**config.mk**
```make
export PLATFORM = sky130hd
export DESIGN_NAME = reg_writeback_flat
export DESIGN_NICKNAME = d
export VERILOG_FILES = /design/src/rtl/reg_wb_pkg.sv /design/src/rtl/reg_writeback_if.sv /design/src/rtl/reg_writeback_rr_arbiter.sv /design/src/rtl/reg_writeback.sv /design/src/flat_wrapper.sv
export SDC_FILE = /design/constraint.sdc
export NUM_CORES = 1
export LEC_CHECK = 0
export CAP_MARGIN = 20
export CORE_MARGIN = 8
export CORE_UTILIZATION = 30
export CTS_CLUSTER_DIAMETER = 120
export DETAILED_ROUTE_END_ITERATION = 12
export GPL_TIMING_DRIVEN = 0
export PLACE_DENSITY = 0.62
export SETUP_SLACK_MARGIN = 0.5
export SLEW_MARGIN = 0
export SYNTH_ARGS = -nofsm -noshare
export SYNTH_HDL_FRONTEND = slang
export SYNTH_HIERARCHICAL = 1
export SYNTH_SLANG_ARGS = --single-unit
```
**constraint.sdc**
```tcl
create_clock -name clk_in -period 28.9 [get_ports clk_in]
set_clock_uncertainty 0.15 [all_clocks]
set_input_delay 5.78 -clock clk_in [delete_from_list [all_inputs] [get_ports clk_in]]
set_output_delay 5.78 -clock clk_in [all_outputs]
set_load 0.01 [all_outputs]
```
**src/rtl/reg_wb_pkg.sv**
```systemverilog
// Shared types and constants for the register-file writeback arbiter.
package reg_wb_pkg;

   localparam int REG_DATA_WIDTH_POW = 6;
   localparam int REG_DATA_WIDTH     = 1 << REG_DATA_WIDTH_POW;
   localparam int REG_MEM_DEPTH_POW  = 5;
   localparam int MAX_SRC            = 8;
   localparam int SRC_IDX_W          = $clog2(MAX_SRC);

   typedef logic [REG_MEM_DEPTH_POW-1:0] reg_idx_t;
   typedef logic [REG_DATA_WIDTH-1:0]    reg_data_t;
   typedef logic [SRC_IDX_W-1:0]         src_idx_t;

   typedef struct packed {
      logic      valid;
      reg_idx_t  rd;
      reg_data_t data;
   } wb_entry_t;

   // Round-robin successor: the producer after idx becomes highest priority.
   function automatic src_idx_t rr_next(input src_idx_t idx, input int n);
      src_idx_t nxt;
      if (int'(idx) + 1 >= n) begin
         nxt = '0;
      end else begin
         nxt = idx + src_idx_t'(1);
      end
      return nxt;
   endfunction

endpackage

```
**src/rtl/reg_writeback_if.sv**
```systemverilog
// Producer handshakes, register-file write port and (with REG_WB_BYPASS_EN) bypass query port.
interface reg_writeback_if #(
   parameter int NUM_SRC = 3
);
   import reg_wb_pkg::*;

   logic [NUM_SRC-1:0]                        src_valid_in;
   logic [NUM_SRC-1:0]                        src_ready_out;
   logic [NUM_SRC-1:0][REG_MEM_DEPTH_POW-1:0] src_rd_in;
   logic [NUM_SRC-1:0][REG_DATA_WIDTH-1:0]    src_data_in;

   logic [REG_MEM_DEPTH_POW-1:0]              rd_out;
   logic [REG_DATA_WIDTH-1:0]                 data_write_out;
   logic                                      write_en_out;

`ifdef REG_WB_BYPASS_EN
   logic [1:0][REG_MEM_DEPTH_POW-1:0]         qry_rs_in;
   logic [1:0]                                qry_hit_out;
   logic [1:0][REG_DATA_WIDTH-1:0]            qry_data_out;

   modport master (
      output src_valid_in, src_rd_in, src_data_in, qry_rs_in,
      input  src_ready_out, rd_out, data_write_out, write_en_out, qry_hit_out, qry_data_out
   );

   modport slave (
      input  src_valid_in, src_rd_in, src_data_in, qry_rs_in,
      output src_ready_out, rd_out, data_write_out, write_en_out, qry_hit_out, qry_data_out
   );
`else
   modport master (
      output src_valid_in, src_rd_in, src_data_in,
      input  src_ready_out, rd_out, data_write_out, write_en_out
   );

   modport slave (
      input  src_valid_in, src_rd_in, src_data_in,
      output src_ready_out, rd_out, data_write_out, write_en_out
   );
`endif

endinterface

```
**src/rtl/reg_writeback_rr_arbiter.sv**
```systemverilog
// Combinational round-robin arbiter: first requester at or after ptr (mod N) wins.
module rr_arbiter
   import reg_wb_pkg::*;
#(
   parameter int N = 3
) (
   input  logic [N-1:0] req,
   input  src_idx_t     ptr,
   output logic [N-1:0] grant,
   output src_idx_t     idx
);

   int   cand;
   logic found;

   always_comb begin
      grant = '0;
      idx   = '0;
      found = 1'b0;
      cand  = 0;
      for (int k = 0; k < N; k++) begin
         cand = (int'(ptr) + k) % N;
         if (!found && req[cand]) begin
            found       = 1'b1;
            grant[cand] = 1'b1;
            idx         = src_idx_t'(cand);
         end
      end
   end

endmodule

```
**src/rtl/reg_writeback.sv**
```systemverilog
// Writeback arbiter: one-entry buffer per producer, round-robin grant, registered write port.
// Optional bypass query port enabled by defining REG_WB_BYPASS_EN.
module reg_writeback
   import reg_wb_pkg::*;
#(
   parameter int NUM_SRC = 3
) (
   input  logic            clk_in,
   input  logic            reset,
   reg_writeback_if.slave  wb
);

   logic [NUM_SRC-1:0] buf_vld;
   reg_idx_t           buf_rd   [NUM_SRC];
   reg_data_t          buf_data [NUM_SRC];

   logic [NUM_SRC-1:0] grant;
   logic [NUM_SRC-1:0] accept;
   logic               gnt_any;
   src_idx_t           gnt_idx;
   src_idx_t           rr_ptr;

   wb_entry_t          sel_p0;
   wb_entry_t          out_p1;

   // A buffer being drained this cycle can take a new result at the same edge.
   assign wb.src_ready_out = {NUM_SRC{!reset}} & (~buf_vld | grant);
   assign accept           = wb.src_valid_in & wb.src_ready_out;
   assign gnt_any          = |grant;

   rr_arbiter #(.N(NUM_SRC)) u_arb (
      .req   (buf_vld),
      .ptr   (rr_ptr),
      .grant (grant),
      .idx   (gnt_idx)
   );

   // ---- stage p0: producer buffers ----
   // Results for x0 are accepted but never marked valid, so they are absorbed here.
   always_ff @(posedge clk_in or posedge reset) begin
      if (reset) begin
         buf_vld <= '0;
      end else begin
         for (int i = 0; i < NUM_SRC; i++) begin
            if (accept[i]) begin
               buf_vld[i] <= (wb.src_rd_in[i] != '0);
            end else if (grant[i]) begin
               buf_vld[i] <= 1'b0;
            end
         end
      end
   end

   always_ff @(posedge clk_in) begin
      for (int i = 0; i < NUM_SRC; i++) begin
         if (accept[i]) begin
            buf_rd[i]   <= wb.src_rd_in[i];
            buf_data[i] <= wb.src_data_in[i];
         end
      end
   end

   // Grant is one-hot, so an AND-OR mux selects the winning entry.
   always_comb begin
      sel_p0       = '0;
      sel_p0.valid = gnt_any;
      for (int i = 0; i < NUM_SRC; i++) begin
         if (grant[i]) begin
            sel_p0.rd   = sel_p0.rd   | buf_rd[i];
            sel_p0.data = sel_p0.data | buf_data[i];
         end
      end
   end

   // ---- stage p1: registered register-file write port ----
   always_ff @(posedge clk_in or posedge reset) begin
      if (reset) begin
         out_p1 <= '0;
         rr_ptr <= '0;
      end else begin
         out_p1.valid <= sel_p0.valid;
         if (gnt_any) begin
            out_p1.rd   <= sel_p0.rd;
            out_p1.data <= sel_p0.data;
            rr_ptr      <= rr_next(gnt_idx, NUM_SRC);
         end
      end
   end

   assign wb.write_en_out   = out_p1.valid;
   assign wb.rd_out         = out_p1.rd;
   assign wb.data_write_out = out_p1.data;

`ifdef REG_WB_BYPASS_EN
   // Forwards the in-flight write during the cycle before the register file holds it.
   always_comb begin
      wb.qry_hit_out  = '0;
      wb.qry_data_out = '0;
      for (int j = 0; j < 2; j++) begin
         if (out_p1.valid && (out_p1.rd == wb.qry_rs_in[j]) && (wb.qry_rs_in[j] != '0)) begin
            wb.qry_hit_out[j]  = 1'b1;
            wb.qry_data_out[j] = out_p1.data;
         end
      end
   end
`endif

endmodule

```
**src/flat_wrapper.sv**
```systemverilog
// flat-port wrapper written by rule: the top's interface ports become plain ports
module reg_writeback_flat import reg_wb_pkg::*;
#(
   parameter int NUM_SRC = 3
)
  (clk_in, reset, wb_src_valid_in, wb_src_rd_in, wb_src_data_in, wb_src_ready_out, wb_rd_out, wb_data_write_out, wb_write_en_out);
  reg_writeback_if #(.NUM_SRC(NUM_SRC)) wb_i ();
  input  logic clk_in;
  input  logic reset;
  input wire logic [$bits(wb_i.src_valid_in)-1:0] wb_src_valid_in;
  input wire logic [$bits(wb_i.src_rd_in)-1:0] wb_src_rd_in;
  input wire logic [$bits(wb_i.src_data_in)-1:0] wb_src_data_in;
  output wire logic [$bits(wb_i.src_ready_out)-1:0] wb_src_ready_out;
  output wire logic [$bits(wb_i.rd_out)-1:0] wb_rd_out;
  output wire logic [$bits(wb_i.data_write_out)-1:0] wb_data_write_out;
  output wire logic [$bits(wb_i.write_en_out)-1:0] wb_write_en_out;
  assign wb_i.src_valid_in = wb_src_valid_in;
  assign wb_i.src_rd_in = wb_src_rd_in;
  assign wb_i.src_data_in = wb_src_data_in;
  assign wb_src_ready_out = wb_i.src_ready_out;
  assign wb_rd_out = wb_i.rd_out;
  assign wb_data_write_out = wb_i.data_write_out;
  assign wb_write_en_out = wb_i.write_en_out;
  reg_writeback #(.NUM_SRC(NUM_SRC)) u_core (.clk_in(clk_in), .reset(reset), .wb(wb_i));
endmodule
```
# ---- Word-level counts from Yosys, hierarchy flattened
# Memories as Yosys holds them, arrays and structs flattened.
# Index checks and enable logic that the tools add are counted.
dict set report word_totals {
  ff_bits 76
  ramBits 207
  in_bits 212
  out_inout_bits 73
  elab_cells 87
  mem_count 2
}
dict set report op_classes {
  addsub 4
  div_mod_pow 3
  order_cmp 7
  n_mux 39
  bitwise_logic 10
  reduce_logical 15
}
# name depth width rd rd_clocked_by_memory_dff wr line_no
set mem_list {}
lappend mem_list {u_core.buf_data 3 64 3 0 3 reg_writeback.sv:15} ;# reg_data_t buf_data [NUM_SRC];
lappend mem_list {u_core.buf_rd 3 5 3 0 3 reg_writeback.sv:14} ;# reg_idx_t buf_rd [NUM_SRC];
# operator n
set op_table {}
lappend op_table {{2-to-1 mux 69 bit} 3}
lappend op_table {{OR 64 bit} 2}
lappend op_table {{greater-or-equal comparator 32 x 1 -> 1 bit, second input constant} 3}
lappend op_table {{less-than comparator 32 x 4 -> 1 bit, second input constant} 3}
lappend op_table {{remainder unit 32 x 3 -> 32 bit, second input constant} 2}
lappend op_table {{greater-or-equal comparator 32 x 3 -> 1 bit, second input constant} 1}
lappend op_table {{remainder unit 4 x 3 -> 32 bit, second input constant} 1}
lappend op_table {{2-to-1 mux 1 bit} 23}
lappend op_table {{2-to-1 mux 3 bit} 7}
lappend op_table {{nonzero test 5 bit} 3}
lappend op_table {{OR 5 bit} 2}
lappend op_table {{OR 3 bit} 3}
lappend op_table {{adder 3 x 1 -> 4 bit, second input constant} 2}
lappend op_table {{bitwise AND 3 bit} 2}
lappend op_table {{binary-select mux 1 bit (select 2 bit)} 3}
lappend op_table {{demux 1 bit (select 2 bit)} 3}
lappend op_table {{nonzero test 2 bit} 3}
lappend op_table {{logical AND 1 bit} 5}
lappend op_table {{adder 3 x 2 -> 4 bit, second input constant} 1}
lappend op_table {{adder 3 x 1 -> 3 bit, second input constant} 1}
lappend op_table {{zero test 1 bit} 3}
lappend op_table {{NOT 3 bit} 1}
lappend op_table {{OR reduction 3 bit} 1}

# ---- Longest topological paths before layout
# Gate-level depths: netlist (run 1).
dict set report depth {
  word_depth 16
  depth_mapped 23
  depth_no_buf 21
}

# ---- Modules after synthesis
# The synthesis (run 1) kept the hierarchy.
# mod instances cells_per_inst area_per_inst_um2 seq_area_each_um2
set by_module_without_submodules {}
lappend by_module_without_submodules {reg_writeback 1 567 9988.3 8117.8}
lappend by_module_without_submodules {rr_arbiter 1 195 1447.6 0.0}

# ---- Worst setup path before layout (run 1)
# OpenSTA, ideal clock, no wires.
dict set report synth_timing {
  path_type {in2out}
  start {input reset}
  end {output wb_src_ready_out[0]}
  arrival_ns 5.949
  required_ns 22.970
  path_slack_ns 17.021
  cell_stages 1
  path_buffers 0
  cell_sequence {nor2_1}
}
dict set report synth_via {
  elab_chain_len 2
}
# element line_no
set synth_lines {}
lappend synth_lines {{start: declaration} flat_wrapper.sv:9} ;# input logic reset;
lappend synth_lines {{zero test 1 bit (no line)} n/a}
lappend synth_lines {{bitwise AND 3 bit} reg_writeback.sv:27} ;# assign wb.src_ready_out = {NUM_SRC{!reset}} & (~buf_vld | grant);
lappend synth_lines {{end: declaration} flat_wrapper.sv:13} ;# output wire logic [$bits(wb_i.src_ready_out)-1:0] wb_src_ready_out;
# Every way passes these cells.

# ---- Worst setup path in the final report (run 1)
dict set report layout_timing {
  start {input reset}
  end {output wb_src_ready_out[1]}
}
# The elaborated chain is that of the path after synthesis.

==> flow_metrics.env, run 1 <==
export IMPL_hold_ws_ns=0.372
export IMPL_hold_path_class="reg -> reg"
export IMPL_power_static_leakage_nw=5.71
export IMPL_detailedPlace_worstSlack_ns=15.72
export IMPL_fp_dieW_um=211
export IMPL_htree_num_levels=1
export IMPL_fin_crit_ns=13.13
export IMPL_hold_violations=0
export IMPL_crit_type="in -> out"
export IMPL_first_global_vias=8714
export IMPL_final_nets=1338
export IMPL_layout_area_overhead_vs_synth_pct=42.1
export IMPL_status="finished, final reports clean"
export IMPL_worstSkewPairLatency_ns=0.57
export IMPL_timing_final_crit_share_pct=45.4
export IMPL_finalSetupTns_ns=0
export IMPL_unrepaired_setup_endpoints_after_global_routing="no"
export IMPL_synthesis_area_per_instance_sq_um=15.0
export IMPL_crit_family="buffers and inverters"
export IMPL_clk_transition_reported_paths_ns=0.06
export IMPL_cp_common_cell="sky130_fd_sc_hd__clkdlybuf4s50_1"
export IMPL_post_synth_inst_count=762
export IMPL_number_of_buffers_inserted_during_clock_tree_synthesis=29
export IMPL_port_buffers=284
export IMPL_max_cap_violations=0
export IMPL_max_stage_delay_ns=0.64
export IMPL_worstMarginPinSlew_ns=0.896
export IMPL_pin_count_of_the_biggest_net_entering_global_routing=58
export IMPL_setup_ws_ns=15.77
export IMPL_post_cts_resized_instances=0
export IMPL_cts_max_path_buffers=3
export IMPL_mappedNetlistNets=996
export IMPL_worstSetupEndpointType="output pin"
export IMPL_rows=71
export IMPL_fin_cells=1644
export IMPL_ys_dominant_reg_cell="sky130_fd_sc_hd__edfxtp_1"
export IMPL_achievable_frequency_ghz=0.0762
export IMPL_core_area_sq_um=37600
export IMPL_grt_remaining_overflow=0
export IMPL_synth_enable_flop_cells=207
export IMPL_synth_sequential_area_ratio_pct=71.0
export IMPL_tritoncts="built"
export IMPL_synthesis_area_sq_um=11400
export IMPL_slowest_stage="sky130_fd_sc_hd__clkdlybuf4s50_1"
export IMPL_layout_core_utilization_pct=43.2
export IMPL_synth_warnings=6
export IMPL_power_density_cell_area_nw_per_um2=149
export IMPL_die_h_um=211
export IMPL_post_synth_top_count_cell="sky130_fd_sc_hd__edfxtp_1"
export IMPL_library_cell_with_the_largest_summed_area_after_synthesis="sky130_fd_sc_hd__edfxtp_1"
export IMPL_max_vdd_ir_drop_v=0.0000871
export IMPL_netlist_cell_type_count=70
export IMPL_final_routed_wire_length_divided_by_cell_count_um=22.2
export IMPL_initialDrtViolationCount=791
export IMPL_worstSetupStartpointType="input port"
export IMPL_final_max_slew_violation_count=0
export IMPL_start_util_pct=30.4
export IMPL_routabilityCongestion=0.864
export IMPL_post_synth_most_frequent_cells="sky130_fd_sc_hd__edfxtp_1 (207), sky130_fd_sc_hd__dfrtp_1 (76), sky130_fd_sc_hd__nor2_1 (73), sky130_fd_sc_hd__a222oi_1 (69), sky130_fd_sc_hd__a21oi_1 (56)"
export IMPL_firstDrtPassIters=8
export IMPL_grt_usage_pct=15.9
export IMPL_cp_num_buf_inv=2
export IMPL_route_final_wire_length_mm=36.5
export IMPL_worst_endpoint_required_ns=22.97
export IMPL_n_fill_cell=3446
export IMPL_critical_path_arrival_ns=7.20
export IMPL_post_dp_hpwl_mm=27.7
export IMPL_grt_pass1_wl_mm=53.8
export IMPL_crit_chain="clkdlybuf4s50_1 > nor2_1 > clkdlybuf4s50_1"
export IMPL_post_cts_buffers=0
export IMPL_placed_cells=1584
export IMPL_io_pins=285
export IMPL_grt_antenna_before_repair=9
export IMPL_leading_post_synthesis_cells_by_cell_area="sky130_fd_sc_hd__edfxtp_1 (54%), sky130_fd_sc_hd__dfrtp_1 (17%), sky130_fd_sc_hd__a222oi_1 (6.0%)"
export IMPL_ys_seq_elements=283
export IMPL_worst_path_max_fanout=7
export IMPL_async_reset_ff_share_pct=26.9
export IMPL_drc=0
export IMPL_dr_total_vias=8076
export IMPL_drive_above_1_share_pct=14.6
export IMPL_tritoncts_num_sinks=283
export IMPL_synthDominantCellAreaShare_pct=54.4
export IMPL_slew_limit_headroom_pct=40.3
export IMPL_avgViaCountPerCell=4.91
export IMPL_final_report_setup_violation_count=0
export IMPL_die_area_sq_um=44600
export IMPL_clockRootBuffer="sky130_fd_sc_hd__clkbuf_16"
export IMPL_cts_hold_buf=0
export IMPL_detail_route_antenna_nets=0
==> kinds of logic after synthesis <==
group / share of synthesized area (%)
AOI/OAI and AO/OA: 14.9
buffers and inverters: 3.00
and+or+nand+nor: 7.71
xor gates and xnor gates: 0.547
adders and majority gates: 2.41
DFF: 71.0
muxes: 0.470
==> path summary, 6_finish.rpt <==
path	end	slack, ns	cells past startpoint	startpoint
max in group asynchronous	u_core/wb.data_write_out[36]	22.24	3	reset
hold reg to reg	u_core/wb.rd_out[1]	0.37	2	u_core/wb.rd_out[1]
hold / removal	u_core/wb.rd_out[1]	0.37	2	u_core/wb.rd_out[1]
setup reg to reg	u_core/buf_data[0][13]	21.27	25	u_core/rr_ptr[0]
setup / recovery	wb_src_ready_out[1]	15.77	3	reset
min in group asynchronous	u_core/buf_vld[0]	5.70	2	reset
==> worst reg2reg max path, cell delays in order, from the launching register on <==
cell                       delay [ns]
sky130_fd_sc_hd__dfrtp_1         0.55
sky130_fd_sc_hd__buf_2           0.29
sky130_fd_sc_hd__buf_1           0.48
sky130_fd_sc_hd__inv_1           0.14
sky130_fd_sc_hd__ha_1            0.42
sky130_fd_sc_hd__ha_1            0.31
sky130_fd_sc_hd__a21oi_1         0.28
sky130_fd_sc_hd__a21boi_2        0.31
sky130_fd_sc_hd__nor3_1          0.10
sky130_fd_sc_hd__or2_2           0.30
sky130_fd_sc_hd__ha_1            0.35
sky130_fd_sc_hd__or3_1           0.38
sky130_fd_sc_hd__o21a_1          0.13
sky130_fd_sc_hd__o21ai_0         0.15
sky130_fd_sc_hd__o41ai_4         0.20
sky130_fd_sc_hd__nand3b_1        0.24
sky130_fd_sc_hd__o211ai_1        0.19
sky130_fd_sc_hd__buf_2           0.29
sky130_fd_sc_hd__buf_2           0.40
sky130_fd_sc_hd__nor2b_1         0.14
sky130_fd_sc_hd__nor3b_2         0.64
sky130_fd_sc_hd__buf_6           0.27
sky130_fd_sc_hd__buf_8           0.17
sky130_fd_sc_hd__buf_6           0.17
sky130_fd_sc_hd__buf_6           0.16
sky130_fd_sc_hd__buf_6           0.13
==> state kept, by name, indices dropped and copies added (netlist names) <==
register	count
u_core/buf_data	192
u_core/buf_rd	15
u_core/buf_vld	3
u_core/rr_ptr	3
u_core/wb.data_write_out	64
u_core/wb.rd_out	5
u_core/wb.write_en_out	1
==> through the flow <==
step / cell area, sq um / power [mW]
5_1_grt: 16200 / 2.59
2_1_floorplan: 11400 / 1.55
3_3_place_gp: 14900 / 2.03
4_1_cts: 16200 / 2.45
6_report: 16200 / 2.42
3_5_place_dp: 15300 / 2.06
==> where the power goes <==
group,switching [mW],internal (mW)
Combinational,0.837,0.554
Clock,0.158,0.221
Sequential,0.0550,0.591
Total,1.05,1.37
==> layout by cell type, fill, tap and decap left out, drive strengths merged, types with 6 or more instances in the layout <==
cell type	instances
a222oi	69
dfrtp	76
clkdlybuf4s50	284
nor2	92
or3	6
ha	22
o21ai	12
clkinv	9
a21oi	76
diode	6
clkbuf	63
inv	20
edfxtp	207
buf	48
a211oi	6
nor3	12
nand2	17
==> routing by layer <==
metal,vias to the layer above,GRT usage (%),wire (um)
met5,-,0,40
met4,6,5.00,869
met3,50,5.74,3360
met2,301,26.8,18000
met1,3986,18.6,14300
li1,3733,-,-
==> layout make-up <==
cell class,instances,area [sq um],area share [%]
clock inverter,15,175,1.08
clock buffer,39,793,4.88
antenna,6,15.0,0.0924
multi-input combinational,415,2990,18.4
inverter,19,76.3,0.470
buffer,45,269,1.66
tap,511,639,3.94
sequential,283,8120,50.0
timing repair buffer,311,3170,19.5
No activity file was read; power rests on OpenSTA's default activity.
==> run 2, diff against run 1 <==
--- a/config.mk
+++ b/config.mk
@@ -11,7 +11,7 @@
 export CTS_CLUSTER_DIAMETER = 120
 export DETAILED_ROUTE_END_ITERATION = 12
 export GPL_TIMING_DRIVEN = 0
-export PLACE_DENSITY = 0.62
+export PLACE_DENSITY = 0.64
 export SETUP_SLACK_MARGIN = 0.5
 export SLEW_MARGIN = 0
 export SYNTH_ARGS = -nofsm -noshare
==> constraint.sdc (replaced) <==
create_clock -name clk_in -period 12 [get_ports clk_in]
set_clock_uncertainty 0.15 [all_clocks]
set_input_delay 2.4 -clock clk_in [delete_from_list [all_inputs] [get_ports clk_in]]
set_output_delay 2.4 -clock clk_in [all_outputs]
set_load 0.01 [all_outputs]
==> flow_metrics.env, run 2 (same netlist as run 1, synthesis figures left out) <==
export IMPL_routabilityCongestion=0.872
export IMPL_io_pins=285
export IMPL_worstSkewPairLatency_ns=0.56
export IMPL_final_routed_wire_length_divided_by_cell_count_um=22.7
export IMPL_core_area_sq_um=37600
export IMPL_power_density_cell_area_nw_per_um2=360
export IMPL_rows=71
export IMPL_n_fill_cell=3418
export IMPL_proportion_of_power_drawn_by_the_clock_network_pct=15.1
export IMPL_worst_r2r_path_depth=25
export IMPL_max_cap_violations=0
export IMPL_unrepaired_setup_endpoints_after_global_routing="no"
export IMPL_worst_path_max_fanout=10
export IMPL_htree_num_levels=1
export IMPL_power_report_internal_total_mw=3.25
export IMPL_post_cts_buffers=0
export IMPL_grt_pass1_wl_mm=54.5
export IMPL_reg2reg_from="u_core/rr_ptr[0]"
export IMPL_drive_above_1_share_pct=14.3
export IMPL_fin_cells=1642
export IMPL_layout_cells_most_common="sky130_fd_sc_hd__clkdlybuf4s50_1"
export IMPL_clk_transition_reported_paths_ns=0.06
export IMPL_timing_final_crit_share_pct=79.2
export IMPL_worst_endpoint_required_ns=9.45
export IMPL_fin_total_pwr_mw=5.82
export IMPL_post_dp_hpwl_mm=27.9
export IMPL_ff2ff_setup_slack_ns=4.25
export IMPL_switching_share_pct=44.1
export IMPL_hold_violations=0
export IMPL_p_comb_share_pct=58.2
export IMPL_layout_core_utilization_pct=43.0
export IMPL_cts_hold_buf=0
export IMPL_cts_max_path_buffers=3
export IMPL_worstMarginPinSlew_ns=0.962
export IMPL_route_final_wire_length_mm=37.2
export IMPL_hold_path_class="reg -> reg"
export IMPL_first_global_vias=8735
export IMPL_slew_limit_headroom_pct=35.9
export IMPL_avgViaCountPerCell=4.95
export IMPL_achievable_frequency_ghz=0.105
export IMPL_layout_area_overhead_vs_synth_pct=41.4
export IMPL_grt_usage_pct=16.1
export IMPL_grt_antenna_before_repair=7
export IMPL_cp_startpoint="u_core/rr_ptr[0]"
export IMPL_power_net_switching_mw=2.56
export IMPL_detail_route_antenna_nets=0
export IMPL_max_vdd_ir_drop_v=0.000200
export IMPL_status="finished, final reports clean"
export IMPL_fp_dieW_um=211
export IMPL_power_static_leakage_nw=5.69
export IMPL_worstSetupEndpointType="output pin"
export IMPL_largest_register_ffs=192
export IMPL_drc=0
export IMPL_port_buffers=284
export IMPL_dr_total_vias=8122
export IMPL_tritoncts_num_sinks=283
export IMPL_fin_crit_ns=9.50
export IMPL_final_report_setup_violation_count=0
export IMPL_tritoncts="built"
export IMPL_die_area_sq_um=44600
export IMPL_largest_register="u_core/buf_data"
export IMPL_final_max_slew_violation_count=0
export IMPL_sequentialPowerShare_pct=26.8
export IMPL_highest_count_cells_in_the_layout_ignoring_fill_and_taps="sky130_fd_sc_hd__clkdlybuf4s50_1 (284), sky130_fd_sc_hd__edfxtp_1 (207), sky130_fd_sc_hd__dfrtp_1 (76)"
export IMPL_post_cts_resized_instances=0
export IMPL_pin_count_of_the_biggest_net_entering_global_routing=50
export IMPL_r2r_path_end="u_core/buf_data[0][33]"
export IMPL_clockRootBuffer="sky130_fd_sc_hd__clkbuf_16"
export IMPL_placed_cells=1583
export IMPL_critical_path_endpoint="wb_src_ready_out[0]"
export IMPL_grt_remaining_overflow=0
export IMPL_firstDrtPassIters=7
export IMPL_start_util_pct=30.4
export IMPL_crit_type="reg -> out"
export IMPL_number_of_buffers_inserted_during_clock_tree_synthesis=29
export IMPL_worstSetupStartpointType="flip-flop"
export IMPL_critical_path_arrival_ns=6.95
export IMPL_die_h_um=211
export IMPL_final_nets=1337
export IMPL_initialDrtViolationCount=748
==> run 2: changes by cell type in the layout (fill, tap and decap cells not counted), moves of 2 or more <==
cell,delta
sky130_fd_sc_hd__clkbuf_1,+4
sky130_fd_sc_hd__buf_8,-2
sky130_fd_sc_hd__bufinv_16,-2
sky130_fd_sc_hd__clkinvlp_4,-2
==> run 2: worst min path at each step <==
stage / startpoint / end / depth (start not counted)
after CTS: u_core/wb.data_write_out[16] / u_core/wb.data_write_out[16] / 2
final: u_core/wb.rd_out[3] / u_core/wb.rd_out[3] / 2
after global routing: u_core/wb.data_write_out[50] / u_core/wb.data_write_out[50] / 2
after floorplan: u_core/buf_data[0][128] / u_core/wb.data_write_out[0] / 2
after detailed placement: u_core/wb.data_write_out[50] / u_core/wb.data_write_out[50] / 2
after global placement: u_core/wb.data_write_out[48] / u_core/wb.data_write_out[48] / 2
==> run 2: per-stage QoR <==
stage | worst slack [ns] | hold WS (ns) | instance area [sq um] | setup TNS [ns]
2_1_floorplan | 1.66 | 0.371 | 11400 | 0
3_3_place_gp | -3.84 | 0.353 | 14900 | -784.45
3_5_place_dp | 3.17 | 0.364 | 15200 | 0
4_1_cts | 2.53 | 0.380 | 16200 | 0
5_1_grt | 2.08 | 0.390 | 16200 | 0
6_report | 2.50 | 0.375 | 16200 | 0
==> run 2: area by class of cell <==
cell class / count / area (sq um) / share of cell area [%]
Multi-Input combinational cell: 415 / 2990 / 18.5
Buffer: 45 / 269 / 1.66
Clock buffer: 44 / 822 / 5.08
Tap cell: 511 / 639 / 3.95
Clock inverter: 10 / 103 / 0.634
Sequential cell: 283 / 8120 / 50.2
Inverter: 19 / 76.3 / 0.472
Antenna cell: 5 / 12.5 / 0.0774
Timing Repair Buffer: 310 / 3140 / 19.4
==> run 2: power groups by stage <==
stage	sequential (mW)	combinational [mW]	clock (mW)
floorplan	1.63	2.10	0
global placement	1.63	3.28	0
detailed placement	1.57	3.42	0
CTS	1.56	3.42	0.901
global route	1.59	3.68	0.941
finish	1.56	3.38	0.876
==> run 2: layer usage <==
layer  track usage [%]  wire length [um]  up-vias
met3              5.39              3410       37
li1                  -                 -     3735
met2              27.0             18300      336
met1              19.6             14900     4010
met5                 0                27        -
met4              4.20               595        4
==> run 2: worst max-delay path, stage by stage, from the launching register on <==
cell,delay [ns]
sky130_fd_sc_hd__dfrtp_1,0.55
sky130_fd_sc_hd__buf_2,0.27
sky130_fd_sc_hd__buf_1,0.47
sky130_fd_sc_hd__inv_1,0.13
sky130_fd_sc_hd__ha_1,0.45
sky130_fd_sc_hd__ha_1,0.31
sky130_fd_sc_hd__inv_1,0.11
sky130_fd_sc_hd__o2111a_4,0.34
sky130_fd_sc_hd__o21a_1,0.21
sky130_fd_sc_hd__or2_2,0.32
sky130_fd_sc_hd__ha_1,0.35
sky130_fd_sc_hd__or3_1,0.38
sky130_fd_sc_hd__o21a_1,0.14
sky130_fd_sc_hd__o21ai_0,0.14
sky130_fd_sc_hd__o41ai_4,0.21
sky130_fd_sc_hd__nand3b_1,0.25
sky130_fd_sc_hd__o211ai_1,0.24
sky130_fd_sc_hd__buf_2,0.32
sky130_fd_sc_hd__buf_2,0.37
sky130_fd_sc_hd__nor2b_1,0.15
sky130_fd_sc_hd__nor2_1,0.12
sky130_fd_sc_hd__clkdlybuf4s50_1,0.55
==> run 3, diff against run 2 <==
--- a/config.mk
+++ b/config.mk
@@ -11,7 +11,7 @@
 export CTS_CLUSTER_DIAMETER = 120
 export DETAILED_ROUTE_END_ITERATION = 12
 export GPL_TIMING_DRIVEN = 0
-export PLACE_DENSITY = 0.64
+export PLACE_DENSITY = 0.62
 export SETUP_SLACK_MARGIN = 0.5
 export SLEW_MARGIN = 0
 export SYNTH_ARGS = -nofsm -noshare
==> constraint.sdc (replaced) <==
create_clock -name clk_in -period 9.1 [get_ports clk_in]
set_clock_uncertainty 0.15 [all_clocks]
set_input_delay 1.82 -clock clk_in [delete_from_list [all_inputs] [get_ports clk_in]]
set_output_delay 1.82 -clock clk_in [all_outputs]
set_load 0.01 [all_outputs]
==> flow_metrics.env, run 3 (same netlist as run 1, synthesis figures left out) <==
export IMPL_dr_total_vias=8092
export IMPL_tritoncts="built"
export IMPL_clockRootBuffer="sky130_fd_sc_hd__clkbuf_16"
export IMPL_core_area_sq_um=37600
export IMPL_io_pins=285
export IMPL_worst_path_max_fanout=10
export IMPL_n_fill_cell=3407
export IMPL_worstSkewPairLatency_ns=0.58
export IMPL_largest_register_ffs=192
export IMPL_final_max_slew_violation_count=0
export IMPL_switching_share_pct=43.5
export IMPL_power_report_internal_total_mw=4.36
export IMPL_firstDrtPassIters=8
export IMPL_critical_path_arrival_ns=6.25
export IMPL_finalSetupTns_ns=0
export IMPL_largest_register="u_core/buf_data"
export IMPL_avgViaCountPerCell=4.95
export IMPL_drive_above_1_share_pct=14.4
export IMPL_final_nets=1328
export IMPL_port_buffers=284
export IMPL_post_cts_buffers=0
export IMPL_fin_cells=1634
export IMPL_max_cap_violations=0
export IMPL_cts_max_path_buffers=3
export IMPL_unrepaired_setup_endpoints_after_global_routing="no"
export IMPL_crit_type="reg -> out"
export IMPL_detail_route_antenna_nets=0
export IMPL_first_global_vias=8638
export IMPL_power_net_switching_mw=3.37
export IMPL_start_util_pct=30.4
export IMPL_initialDrtViolationCount=745
export IMPL_post_cts_resized_instances=5
export IMPL_worstSetupEndpointType="output pin"
export IMPL_route_final_wire_length_mm=37.1
export IMPL_clk_transition_reported_paths_ns=0.07
export IMPL_power_static_leakage_nw=5.70
export IMPL_layout_cells_most_common="sky130_fd_sc_hd__clkdlybuf4s50_1"
export IMPL_tritoncts_num_sinks=283
export IMPL_layout_core_utilization_pct=43.3
export IMPL_pin_count_of_the_biggest_net_entering_global_routing=58
export IMPL_final_report_setup_violation_count=0
export IMPL_proportion_of_power_drawn_by_the_clock_network_pct=15.8
export IMPL_final_routed_wire_length_divided_by_cell_count_um=22.7
export IMPL_routabilityCongestion=0.860
export IMPL_worst_endpoint_required_ns=7.13
export IMPL_p_comb_share_pct=57.6
export IMPL_timing_final_crit_share_pct=90.3
export IMPL_worstMarginPinSlew_ns=0.791
export IMPL_grt_pass1_wl_mm=54.2
export IMPL_die_area_sq_um=44600
export IMPL_achievable_frequency_ghz=0.122
export IMPL_hold_path_class="reg -> reg"
export IMPL_hold_violations=0
export IMPL_grt_usage_pct=16.0
export IMPL_slew_limit_headroom_pct=47.2
export IMPL_highest_count_cells_in_the_layout_ignoring_fill_and_taps="sky130_fd_sc_hd__clkdlybuf4s50_1 (284), sky130_fd_sc_hd__edfxtp_1 (207), sky130_fd_sc_hd__dfrtp_1 (74)"
export IMPL_number_of_buffers_inserted_during_clock_tree_synthesis=30
export IMPL_cts_hold_buf=0
export IMPL_layout_area_overhead_vs_synth_pct=42.4
export IMPL_drc=0
export IMPL_placed_cells=1573
export IMPL_sequentialPowerShare_pct=26.5
export IMPL_htree_num_levels=1
export IMPL_grt_remaining_overflow=0
export IMPL_power_density_cell_area_nw_per_um2=474
export IMPL_die_h_um=211
export IMPL_max_vdd_ir_drop_v=0.000249
export IMPL_worstSetupStartpointType="flip-flop"
export IMPL_status="finished, final reports clean"
export IMPL_fin_crit_ns=8.22
export IMPL_grt_antenna_before_repair=7
export IMPL_rows=71
export IMPL_fp_dieW_um=211
export IMPL_post_dp_hpwl_mm=27.5
[run 3: cell types whose count changed in the layout (fill, tap and decap cells not counted), sizes merged]
| cell | previous run | this run |
|---|---|---|
| buf | 47 | 33 |
| bufinv | 1 | 2 |
| clkinv | 8 | 11 |
| clkinvlp | 0 | 1 |
| inv | 20 | 21 |
[run 3: power by group through the flow]
stage / sequential (mW) / combinational (mW) / clock (mW)
floorplan: 2.13 / 2.77 / 0
global placement: 2.11 / 4.33 / 0
detailed placement: 2.07 / 4.49 / 0
CTS: 2.05 / 4.51 / 1.26
global route: 2.09 / 4.88 / 1.31
finish: 2.05 / 4.45 / 1.22
[run 3: layout make-up]
| cell class | instances | area [sq um] | share of cell area (%) |
|---|---|---|---|
| sequential | 283 | 8120 | 49.9 |
| timing repair buffer | 300 | 3120 | 19.2 |
| multi-input combinational | 415 | 3020 | 18.6 |
| clock buffer | 40 | 828 | 5.09 |
| tap | 511 | 639 | 3.93 |
| buffer | 45 | 290 | 1.78 |
| clock inverter | 16 | 175 | 1.08 |
| inverter | 19 | 76.3 | 0.469 |
| antenna | 5 | 12.5 | 0.0768 |
[run 3: worst paths after layout]
check / from / endpoint / slack (ns) / depth (start not counted)
max: u_core/rr_ptr[0] / wb_src_ready_out[1] / 0.88 / 21
max reg2reg: u_core/rr_ptr[0] / u_core/buf_data[0][132] / 2.43 / 23
min: u_core/wb.data_write_out[48] / u_core/wb.data_write_out[48] / 0.37 / 2
max in group asynchronous: reset / u_core/wb.data_write_out[10] / 6.32 / 3
min reg2reg: u_core/wb.data_write_out[48] / u_core/wb.data_write_out[48] / 0.37 / 2
min in group asynchronous: reset / u_core/wb.rd_out[1] / 1.83 / 2
[run 3: critical path, cell delays in order (launching register included)]
cell	delay [ns]
sky130_fd_sc_hd__dfrtp_2	0.48
sky130_fd_sc_hd__clkbuf_4	0.24
sky130_fd_sc_hd__clkbuf_4	0.24
sky130_fd_sc_hd__inv_1	0.09
sky130_fd_sc_hd__ha_2	0.40
sky130_fd_sc_hd__ha_2	0.26
sky130_fd_sc_hd__inv_1	0.10
sky130_fd_sc_hd__o2111a_4	0.33
sky130_fd_sc_hd__o21a_1	0.21
sky130_fd_sc_hd__or2_2	0.32
sky130_fd_sc_hd__ha_1	0.35
sky130_fd_sc_hd__or3_1	0.38
sky130_fd_sc_hd__o21a_1	0.12
sky130_fd_sc_hd__o21ai_0	0.14
sky130_fd_sc_hd__o41ai_4	0.21
sky130_fd_sc_hd__nand3b_1	0.25
sky130_fd_sc_hd__o211ai_1	0.22
sky130_fd_sc_hd__clkbuf_4	0.26
sky130_fd_sc_hd__buf_4	0.23
sky130_fd_sc_hd__nor2b_1	0.12
sky130_fd_sc_hd__nor2_1	0.14
sky130_fd_sc_hd__clkdlybuf4s50_1	0.57
[run 3: layer usage]
metal	vias to the layer above	global-route usage [%]	wire length (um)
met5	-	0	41
met4	6	3.96	666
met3	37	4.88	3120
met2	328	27.1	18300
met1	4014	19.7	14900
li1	3707	-	-
[run 3: stage by stage]
stage | setup WS, ns | cell area (sq um) | power, mW | hold slack, ns
floorplan | 1.21 | 11500 | 4.90 | 0.371
global placement | -2.25 | 14900 | 6.44 | 0.352
detailed placement | 0.772 | 15200 | 6.56 | 0.361
CTS | 0.577 | 16200 | 7.82 | 0.375
global route | 0.507 | 16300 | 8.28 | 0.382
finish | 0.879 | 16300 | 7.73 | 0.368
